## src/rtl/w_buffer.sv

```systemverilog
// w_buffer: show-ahead FIFO of packed 32-bit weight words feeding the
// weight sub-word broadcast mux. The head word stays on rdata until every
// sub-word has been consumed (4 reads at 8b, 2 at 4b, 1 at 2b). Only then
// is it popped, so the local sub-word counter tracks the mux read pointer.
//
// Handshake: a write is taken on a rising clk edge when wr_en && !full. A
// sub-word read is taken when rd_en && !empty. full and empty are
// evaluated before that edge's pop and push. A refused write sets overflow
// and a refused read sets underflow. Neither refused request moves any
// pointer.
module w_buffer #(
    parameter int DEPTH      = 8,
    parameter int DATA_WIDTH = 32
) (
    input  logic                     clk,
    input  logic                     nRST,
    input  logic [2:0]               input_bitwidth,
    input  logic                     wr_en,
    input  logic [DATA_WIDTH-1:0]    wdata,
    output logic                     full,
    input  logic                     rd_en,
    output logic [DATA_WIDTH-1:0]    rdata,
    output logic                     empty,
    output logic                     word_done,
    output logic [$clog2(DEPTH):0]   count,
    output logic                     overflow,
    output logic                     underflow,
    input  logic                     err_clr
);

    localparam int AW = $clog2(DEPTH);
    localparam int CW = AW + 1;

    // Encodings shared with the mux
    localparam logic [2:0] BW_2B = 3'b001;
    localparam logic [2:0] BW_4B = 3'b010;
    localparam logic [2:0] BW_8B = 3'b100;

    logic [DATA_WIDTH-1:0] mem [DEPTH];
    logic [AW-1:0]         wr_ptr;
    logic [AW-1:0]         rd_ptr;
    logic [CW-1:0]         cnt;
    logic [1:0]            sub_ptr;
    logic [1:0]            last;
    logic                  wr_ok;
    logic                  rd_ok;
    logic                  pop;

    assign empty = (cnt == '0);
    assign full  = (cnt == CW'(DEPTH));
    assign count = cnt;

    assign wr_ok = wr_en && !full;
    assign rd_ok = rd_en && !empty;
    assign pop   = rd_ok && (sub_ptr >= last);

    assign word_done = pop;

    // Index of the final sub-word for the current width. Unknown encodings
    // fall back to 3, matching the mux's free-running mod-4 pointer.
    always_comb begin
        last = 2'd3;
        case (input_bitwidth)
            BW_8B:   last = 2'd3;
            BW_4B:   last = 2'd1;
            BW_2B:   last = 2'd0;
            default: last = 2'd3;
        endcase
    end

    // Show-ahead head word. It reads as zero when the FIFO holds nothing.
    always_comb begin
        rdata = '0;
        if (!empty) begin
            rdata = mem[rd_ptr];
        end
    end

    // Storage array. It is deliberately left out of reset.
    always_ff @(posedge clk) begin
        if (wr_ok) begin
            mem[wr_ptr] <= wdata;
        end
    end

    // Write pointer advances on every accepted write and wraps modulo DEPTH.
    always_ff @(posedge clk or negedge nRST) begin
        if (!nRST) begin
            wr_ptr <= '0;
        end else if (wr_ok) begin
            wr_ptr <= wr_ptr + AW'(1);
        end
    end

    // Read pointer and sub-word counter move only on accepted reads.
    // The pointer advances only when the last sub-word is consumed.
    always_ff @(posedge clk or negedge nRST) begin
        if (!nRST) begin
            rd_ptr  <= '0;
            sub_ptr <= 2'd0;
        end else if (pop) begin
            rd_ptr  <= rd_ptr + AW'(1);
            sub_ptr <= 2'd0;
        end else if (rd_ok) begin
            sub_ptr <= sub_ptr + 2'd1;
        end
    end

    // Occupancy is accepted writes minus pops. A write and a pop together
    // leave it unchanged.
    always_ff @(posedge clk or negedge nRST) begin
        if (!nRST) begin
            cnt <= '0;
        end else begin
            case ({wr_ok, pop})
                2'b10:   cnt <= cnt + CW'(1);
                2'b01:   cnt <= cnt - CW'(1);
                default: cnt <= cnt;
            endcase
        end
    end

    // Sticky error flags. A new error event in the same cycle as err_clr
    // takes priority, so the flag stays set.
    always_ff @(posedge clk or negedge nRST) begin
        if (!nRST) begin
            overflow  <= 1'b0;
            underflow <= 1'b0;
        end else begin
            overflow  <= (overflow  && !err_clr) || (wr_en && full);
            underflow <= (underflow && !err_clr) || (rd_en && empty);
        end
    end

endmodule

```

## config.mk

```make
export PLATFORM = sky130hd
export DESIGN_NAME = w_buffer
export DESIGN_NICKNAME = d
export VERILOG_FILES = /design/src/rtl/w_buffer.sv
export SDC_FILE = /design/constraint.sdc
export NUM_CORES = 1
export LEC_CHECK = 0
export ABC_AREA = 1
export BUFFER_PORTS_ARGS = -buffer_cell sky130_fd_sc_hd__buf_4
export CAP_MARGIN = 20
export CORE_MARGIN = 1
export CORE_UTILIZATION = 30
export DETAILED_ROUTE_END_ITERATION = 10
export GPL_ROUTABILITY_DRIVEN = 0
export SYNTH_ARGS = -nofsm -noshare
export SYNTH_HDL_FRONTEND = slang
export SYNTH_SLANG_ARGS = --single-unit
```

## constraint.sdc

```tcl
create_clock -name clk -period 2.5 [get_ports clk]
set_input_delay 0.125 -clock clk [delete_from_list [all_inputs] [get_ports clk]]
set_output_delay 0.125 -clock clk [all_outputs]
set_load 0.03 [all_outputs]
```

## After elaboration in Yosys (flattened, before gate mapping)

Memory sizes are Yosys's and may differ from the RTL's.
Cells that the tools add are included.

| word-level totals | value |
|---|---|
| flip-flop bits (word level) | 14 |
| bits in writable memories | 256 |
| input bits | 40 |
| output and inout bits | 41 |
| logic and storage cells | 40 |
| memories | 1 |

| operators by class | value |
|---|---|
| $add $sub $neg | 5 |
| order comparisons | 1 |
| eq/ne operators | 5 |
| multiplexer cells | 7 |
| reduce and logical (&&, ||, !) cells | 15 |

Memories:

| memory | words | bits a word | rd ports | clocked after memory_dff | write ports | RTL line | text |
|---|---|---|---|---|---|---|---|
| mem | 8 | 32 | 1 | 0 | 1 | 39 | `logic [DATA_WIDTH-1:0] mem [DEPTH];` |

Operators by type and width:

| cell | number |
|---|---|
| 32-bit two-way mux | 1 |
| 4-bit one-hot mux with 2 select lines | 1 |
| 1-bit logical AND | 7 |
| 3-bit by 1-bit adder with 3-bit output (second input constant) | 2 |
| 4-bit by 1-bit adder with 4-bit output (second input constant) | 1 |
| 4-bit equality test (second input constant) | 1 |
| 4-bit zero test | 1 |
| 2-bit two-way mux | 2 |
| 2-bit one-hot mux with 2 select lines | 1 |
| 2-bit nonzero test | 2 |
| 4-bit by 1-bit subtractor with 4-bit output (second input constant) | 1 |
| 3-bit by 1-bit equality test with 1-bit output (second input constant) | 1 |
| 3-bit by 2-bit equality test with 1-bit output (second input constant) | 1 |
| 1-bit zero test | 3 |
| 2-bit by 1-bit adder with 2-bit output (second input constant) | 1 |
| 2-bit by 1-bit equality test with 1-bit output (second input constant) | 1 |
| 2-bit equality test (second input constant) | 1 |
| 2-bit >= comparator | 1 |
| 1-bit logical OR | 2 |
| 1-bit two-way mux | 2 |

## Logic depth before layout (Yosys ltp)

Gate-level depths: netlist (run 1).

| logic depth | value |
|---|---|
| depth after elaboration | 6 |
| gate-level depth with buffers | 17 |
| mapped depth without buffers | 17 |

## Least setup slack after synthesis (run 1)

OpenSTA, ideal clock, no wires.

| timing path | value |
|---|---|
| kind | register to register |
| start point | reg cnt[0] (netlist: count[0]) |
| end point | mem mem[0][0] (enable) |
| setup time | 0.421 ns |
| arrival | 2.581 ns |
| required time | 2.079 ns |
| setup slack | -0.502 ns |
| stages on the path, launching flop included | 6 |
| path buffers | 0 |
| period minus slack after synthesis | 3.002 ns |
| cell sequence | dfrtp_1 -> nor2_1 -> nand3_1 -> nand2_1 -> or2_2 -> nor2_1 |

| on the way | value |
|---|---|
| cells in the longest elaborated chain, start to end | 5 |

RTL lines:

| element | RTL line | text |
|---|---|---|
| start: declaration | 42 | `logic [CW-1:0] cnt;` |
| start signal: assignment | 116 | `2'b10: cnt <= cnt + CW'(1);` |
| start signal: assignment | 117 | `2'b01: cnt <= cnt - CW'(1);` |
| start signal: assignment | 118 | `default: cnt <= cnt;` |
| 4-bit equality test | 50 | `assign full = (cnt == CW'(DEPTH));` |
| 1-bit zero test | 53 | `assign wr_ok = wr_en && !full;` |
| 1-bit logical AND | 53 |  |
| 1-bit two-way mux | 81 | `if (wr_ok) begin` |
| 1-bit two-way mux (not written as such) | 82 | `mem[wr_ptr] <= wdata;` |
| end: declaration | 39 |  |

Every way passes these cells.

## Worst setup path in the final report (run 1)

| timing path | value |
|---|---|
| start point | reg rd_ptr[1] |
| end point | out rdata[29] |

| on the way | value |
|---|---|
| cells in the longest elaborated chain, start to end | 2 |

RTL lines:

| element | RTL line | text |
|---|---|---|
| start: declaration | 41 | `logic [AW-1:0] rd_ptr;` |
| start signal: assignment | 102 | `rd_ptr <= rd_ptr + AW'(1);` |
| memory 8 x 32 bit | - |  |
| 32-bit two-way mux | 74 | `if (!empty) begin` |
| end: declaration | 22 | `output logic [DATA_WIDTH-1:0] rdata,` |

Every way passes these cells.

==> flow_summary.ini, run 1 <==
[yosys]
synth_warnings = 0
yosysMostFrequentCell = edfxtp_1
synth_top_area_cell = edfxtp_1
ys_types = 27
yosys-top-cells-count = 256 x edfxtp_1, 240 x nor2_1, 104 x o21ai_0
synth-edff-count = 256
synth_area_per_cell_um2 = 12.5
postSynthCellCount = 868
synthFlopType = edfxtp_1
synth_area_mm2 = 0.0109
ys_seq_area_share_pct = 73.9
synth.net_count = 915
synth.area.top_cells = edfxtp_1 71%, nor2_1 8.3%, o21ai_0 4.8%
ys_async_sr_fraction_pct = 5.19
synth-seq-cells = 270
synth_top_area_share_pct = 70.6

[global_route]
grt_max_degree = 59
grtUsageTotal_pct = 14.2
grt_pass1_vias = 7029
globalRoute.totalOverflow = 0
antenna_found_initial = 0
grt_pass1_wl_um = 40300

[timing]
worstMarginPinSlew_ns = 0.777
fin_crit_ns = 2.37
post-route-period-util_pct = 94.9
clock_skew_ns = 0.0211
setup_viol = 0
max_freq_mhz = 422
rsz0062_at_grt = yes
hold_viol = 0
slew_viol_final = 0
slew_headroom_pct = 48.0
finalWorstSetupSlack_ns = 0.128

[clocking]
tritoncts = yes
clock_path_buffers = 3
cts.clk_slew.worst_paths_ns = 0.06
htreeDepth = 1
root_buffer = clkbuf_16
clock_latency_ns = 0.54
cts_buffers = 28
cts.sinks = 270

[job]
timing.max_cap.violations = 0

[hold_path]
hold_path_class = in -> reg
holdPathStages = 7

[placed_design]
numPortBuffers = 80
place_area_mm2 = 0.0122
dp_hpwl_um = 14600
post-place-ws_ns = 0.201
dp.cells = 1393

[final_layout]
syn2layout_area_growth_pct = 25.5
num-nets-final = 1055
fin_area_mm2 = 0.0137
final_cell_count_no_fill = 1490
fin_util_pct = 38.3
antennaDiodeCount = 0
drive_gt1_share_pct = 17.5
fillers = 3395

[critical_path]
cp-end-kind = output port
path_max_fanout = 58
r2r.worst_path.cells = 14
cp-start-kind = register
worstSetupPathType = reg -> out
worstPathRequired_ns = 2.38
arrival_ns = 2.25

[route]
vias_per_cell = 4.75
ant_nets = 0
wire_per_inst_um = 17.6
wl_um = 26200
firstDrtPassIters = 8
drc = 6
vias = 7077
drt-initial-drc-count = 497

[floorplan]
die_w_um = 192
rows = 69
initial_utilization_pct = 30.5
ioPinCount = 81
core_area_mm2 = 0.0357
die_y_um = 192
dieArea_mm2 = 0.0370

[status]
violations = DRC
outcome = finished, violations left

[pwr]
power_density_mw_per_mm2 = 1260
p_leak_nw = 4.90
power_w = 0.0172
ir_worst_vdd_v = 0.000613
[routing by layer]
metal,global-route usage [%],up-vias,wire length [µm]
met5,0,-,0
met4,4.06,0,443
met3,1.95,28,1250
met2,23.7,150,12800
met1,19.3,3490,11800
li1,-,3409,-
[cells by family after synthesis]
kind of cell	Yosys count	synth area share, %
and+or+nand+nor	313	11.0
DFF	270	73.9
AOI/OAI and AO/OA	203	10.5
buffers and inverters	70	3.45
adders and majority gates	7	0.805
xor gates and xnor gates	5	0.402
[per-stage QoR]
stage | TNS, ns | hold WS, ns
global route | -0.0319 | 0.326
detailed placement | 0 | -0.000240
CTS | 0 | 0.270
finish | 0 | 0.282
floorplan | -64.26 | -0.171
global placement | 0 | -0.00138
[timing repair]
| action | CTS | global route |
|---|---|---|
| hold buffers | 38 | 0 |
| cloned | 1 | 2 |
| gates resized for setup | 2 | 10 |
| setup endpoints to repair | 23 | 15 |
| endpoints found under the hold margin | 274 | 0 |
| pin swaps | 0 | 2 |
| buffers inserted | 3 | 2 |
[state kept, by name, indices dropped and copies added, names as in the netlist]
name and flops:
mem 256, count 4, rd_ptr 3, wr_ptr 3, sub_ptr 2, overflow 1
underflow 1
[where the power goes]
| part | internal [W] | total, W | switching [W] |
|---|---|---|---|
| Sequential | 0.00567 | 0.00603 | 0.000356 |
| Combinational | 0.00252 | 0.00709 | 0.00457 |
| Clock | 0.00240 | 0.00407 | 0.00166 |
| Total | 0.0106 | 0.0172 | 0.00659 |
[worst max-delay path, cell delays in order, from the launching register on]
cell and delay, ns:
dfrtp_4 0.58, buf_12 0.30, o21ai_0 0.14, o22ai_1 0.17, nor2_1 0.06, nor2_1 0.22
buf_4 0.20
[path summary, 6_finish.rpt]
check,startpoint,slack (ns),end
worst max-delay path,rd_ptr[1],0.13,rdata[29]
worst min-delay path,input_bitwidth[1],0.28,sub_ptr[0]
worst max register to register,sub_ptr[0],0.23,count[2]
worst min register to register,underflow,0.54,underflow
max in group asynchronous,nRST,1.20,rd_ptr[1]
min in group asynchronous,nRST,0.73,count[2]
[area by class of cell]
| type | instances | area, µm² | share of cell area [%] |
|---|---|---|---|
| flip-flops and latches | 270 | 8050 | 58.9 |
| multi-input cells | 528 | 2540 | 18.6 |
| repair buffers | 161 | 1520 | 11.1 |
| clock buffers | 33 | 741 | 5.42 |
| well taps | 461 | 577 | 4.22 |
| clock inverters | 18 | 158 | 1.15 |
| inverters | 19 | 78.8 | 0.577 |
[cell usage in the layout, fill, tap and decap left out, drive strengths merged, types with 2 or more instances in the layout]
master         n
dlygate4sd3   38
o211ai        32
a21oi          3
dfrtp         14
edfxtp       256
or2            2
o22ai         32
xor2           2
ha             7
clkbuf        35
buf          120
nand3          5
xnor2          3
nand2         63
clkinv        14
bufinv         3
nor2         241
inv           19
o21ai        135
Note: power is estimated with default switching activity, not from simulation.
==> run 2, diff against run 1 <==
- CORE_ASPECT_RATIO: unset -> 1.2
- HOLD_SLACK_MARGIN: unset -> 0.06
- SLEW_MARGIN: unset -> 25
==> run 2 against run 1 <==
Compared with the run above:
- the flow now finishes without violations
- clock power decreased by 7.9%
- non-clock buffer count decreased by 9
- via count decreased by 2.1%
- setup slack improved by 0.023 ns
- count of clock-buffer cells in the layout decreased by 4
- cell count decreased by 0.47%
- critical endpoint is now rdata[26]
- largest cell class unchanged
- highest routed layer unchanged
==> flow_summary.ini, run 2 (synthesis results as in run 1) <==
[status]
outcome = complete, no violations

[timing]
setup_viol = 0
hold_slack_ns = 0.336
max_freq_mhz = 426
slew_viol_final = 0
fin_crit_ns = 2.35
clock_skew_ns = 0.0111
rsz0062_at_grt = no
fin_tns_setup_ns = 0
hold_viol = 0
slew_headroom_pct = 43.9
worstMarginPinSlew_ns = 0.842
post-route-period-util_pct = 94.0

[global_route]
grtUsageTotal_pct = 13.2
globalRoute.totalOverflow = 0
grt_pass1_vias = 6677
antenna_found_initial = 2
grt_max_degree = 65
grt_pass1_wl_um = 38000

[route]
drt-initial-drc-count = 525
firstDrtPassIters = 4
ant_nets = 0
vias = 6930
wire_per_inst_um = 16.8
wl_um = 24900
drc = 0
vias_per_cell = 4.67

[critical_path]
crit_path_top_delay_cell = dfrtp_4
r2r.worst_path.cells = 14
cp-start-kind = register
crit_path_cell_trace = inv_4, buf_16, nor2_1, o211ai_1, nand2_1, nor2_1, buf_4
r2r-start = sub_ptr[0]
reg2reg_slack_ns = 0.17
worstPathRequired_ns = 2.38
cpPeakStageDelay_ns = 0.56
path_buf_inv = 3
critPathTopFamily = buffers and inverters
arrival_ns = 2.22
cp-end-kind = output port
cp_common_cell = nor2_1
reg2reg_to = count[2]
worstSetupPathType = reg -> out
path_max_fanout = 64

[pwr]
ir_worst_vdd_v = 0.000516
p_comb_share_pct = 41.1
power_switching_w = 0.00642
p_leak_nw = 4.79
power_frac_seq_pct = 36.3
internal_power_w = 0.0102
swShare_pct = 38.7
power_density_mw_per_mm2 = 1230
clockPowerShare_pct = 22.6

[hold_path]
holdCritStartpoint = input_bitwidth[1]
holdPathStages = 7
hold_path_class = in -> reg
holdPathEnd = sub_ptr[0]

[final_layout]
drive_gt1_share_pct = 17.1
final_cell_mix = 256 x edfxtp_1, 228 x nor2_1, 104 x o21ai_0, 101 x buf_4, 62 x nand2_1
fillers = 3399
syn2layout_area_growth_pct = 23.5
num-nets-final = 1042
ff_latch_area_mm2 = 0.00805
largest_reg_flops = 256
top_register = mem
multiInputGateArea_mm2 = 0.00254
mostFrequentLayoutCell = edfxtp_1

[floorplan]
rows = 76
die_y_um = 211
core_area_mm2 = 0.0358
initial_utilization_pct = 30.4
dieArea_mm2 = 0.0370
die_w_um = 176
ioPinCount = 81

[clocking]
cts.sinks = 270
cts_buffers = 24
clock_path_buffers = 3
root_buffer = clkbuf_16
tritoncts = yes
htreeDepth = 1
clock_latency_ns = 0.52
cts.clk_slew.worst_paths_ns = 0.06

[job]
timing.max_cap.violations = 0

[placed_design]
dp_hpwl_um = 14300
numPortBuffers = 80
run 2: how the worst max path moves through the flow:
stage,startpoint,end,cells past startpoint
after detailed placement,sub_ptr[0],count[2],14
after global placement,input_bitwidth[1],count[2],16
after floorplan,count[0],mem[0][0],5
final,rd_ptr[0],rdata[26],7
after CTS,rd_ptr[1],rdata[0],6
after global routing,rd_ptr[1],rdata[16],8
run 2: metrics by stage:
| stage | area, µm² | setup slack, ns | util, % | cells | total power (W) |
|---|---|---|---|---|---|
| final | 13400 | 0.150 | 37.5 | 1483 | 0.0166 |
| after CTS | 13400 | 0.0242 | 37.4 | 1479 | 0.0167 |
| after floorplan | 10900 | -0.502 | - | 868 | 0.0104 |
| after global placement | 12200 | 0.246 | 34.0 | 1396 | 0.0127 |
| after detailed placement | 12200 | 0.133 | 34.0 | 1396 | 0.0128 |
| after global routing | 13400 | 0.0234 | 37.5 | 1483 | 0.0175 |
run 2: timing repair:
action | CTS | global route
buffers inserted | 1 | 2
endpoints found under the hold margin | 274 | 0
setup endpoints to repair | 5 | 9
hold buffers | 38 | 0
resized for setup | 3 | 6
run 2: power by group through the flow:
stage | Sequential (W) | Combinational [W] | Clock (W)
after floorplan | 0.00602 | 0.00440 | 0
after global placement | 0.00613 | 0.00661 | 0
after detailed placement | 0.00615 | 0.00669 | 0
after CTS | 0.00604 | 0.00686 | 0.00382
after global routing | 0.00608 | 0.00748 | 0.00397
final | 0.00602 | 0.00682 | 0.00375
run 2: routing by layer:
layer	part of all wire (%)	up-vias	wire length (µm)	GRT usage [%]
li1	-	3361	-	-
met1	44	3395	10900	16.9
met2	50	137	12500	23.3
met3	3.6	37	897	1.69
met4	2.3	0	561	3.99
met5	0	-	0	0
run 2: cell type report:
class                           count  share of cell area (%)
Antenna cell                        2                  0.0372
Clock buffer                       29                    4.84
Clock inverter                     15                    1.14
Inverter                           19                   0.549
Multi-Input combinational cell    528                    18.9
Sequential cell                   270                    59.9
Tap cell                          468                    4.36
Timing Repair Buffer              152                    10.3
run 2: worst register-to-register path, cell delays in order (launching register included):
cell	delay, ns
dfrtp_1	0.37
inv_1	0.10
ha_1	0.23
inv_1	0.05
nand2_1	0.05
a21oi_2	0.18
nor2_4	0.08
ha_1	0.25
nand2_1	0.08
inv_1	0.05
nor2_1	0.13
ha_1	0.16
a21oi_1	0.05
or2_2	0.31
a31oi_1	0.15
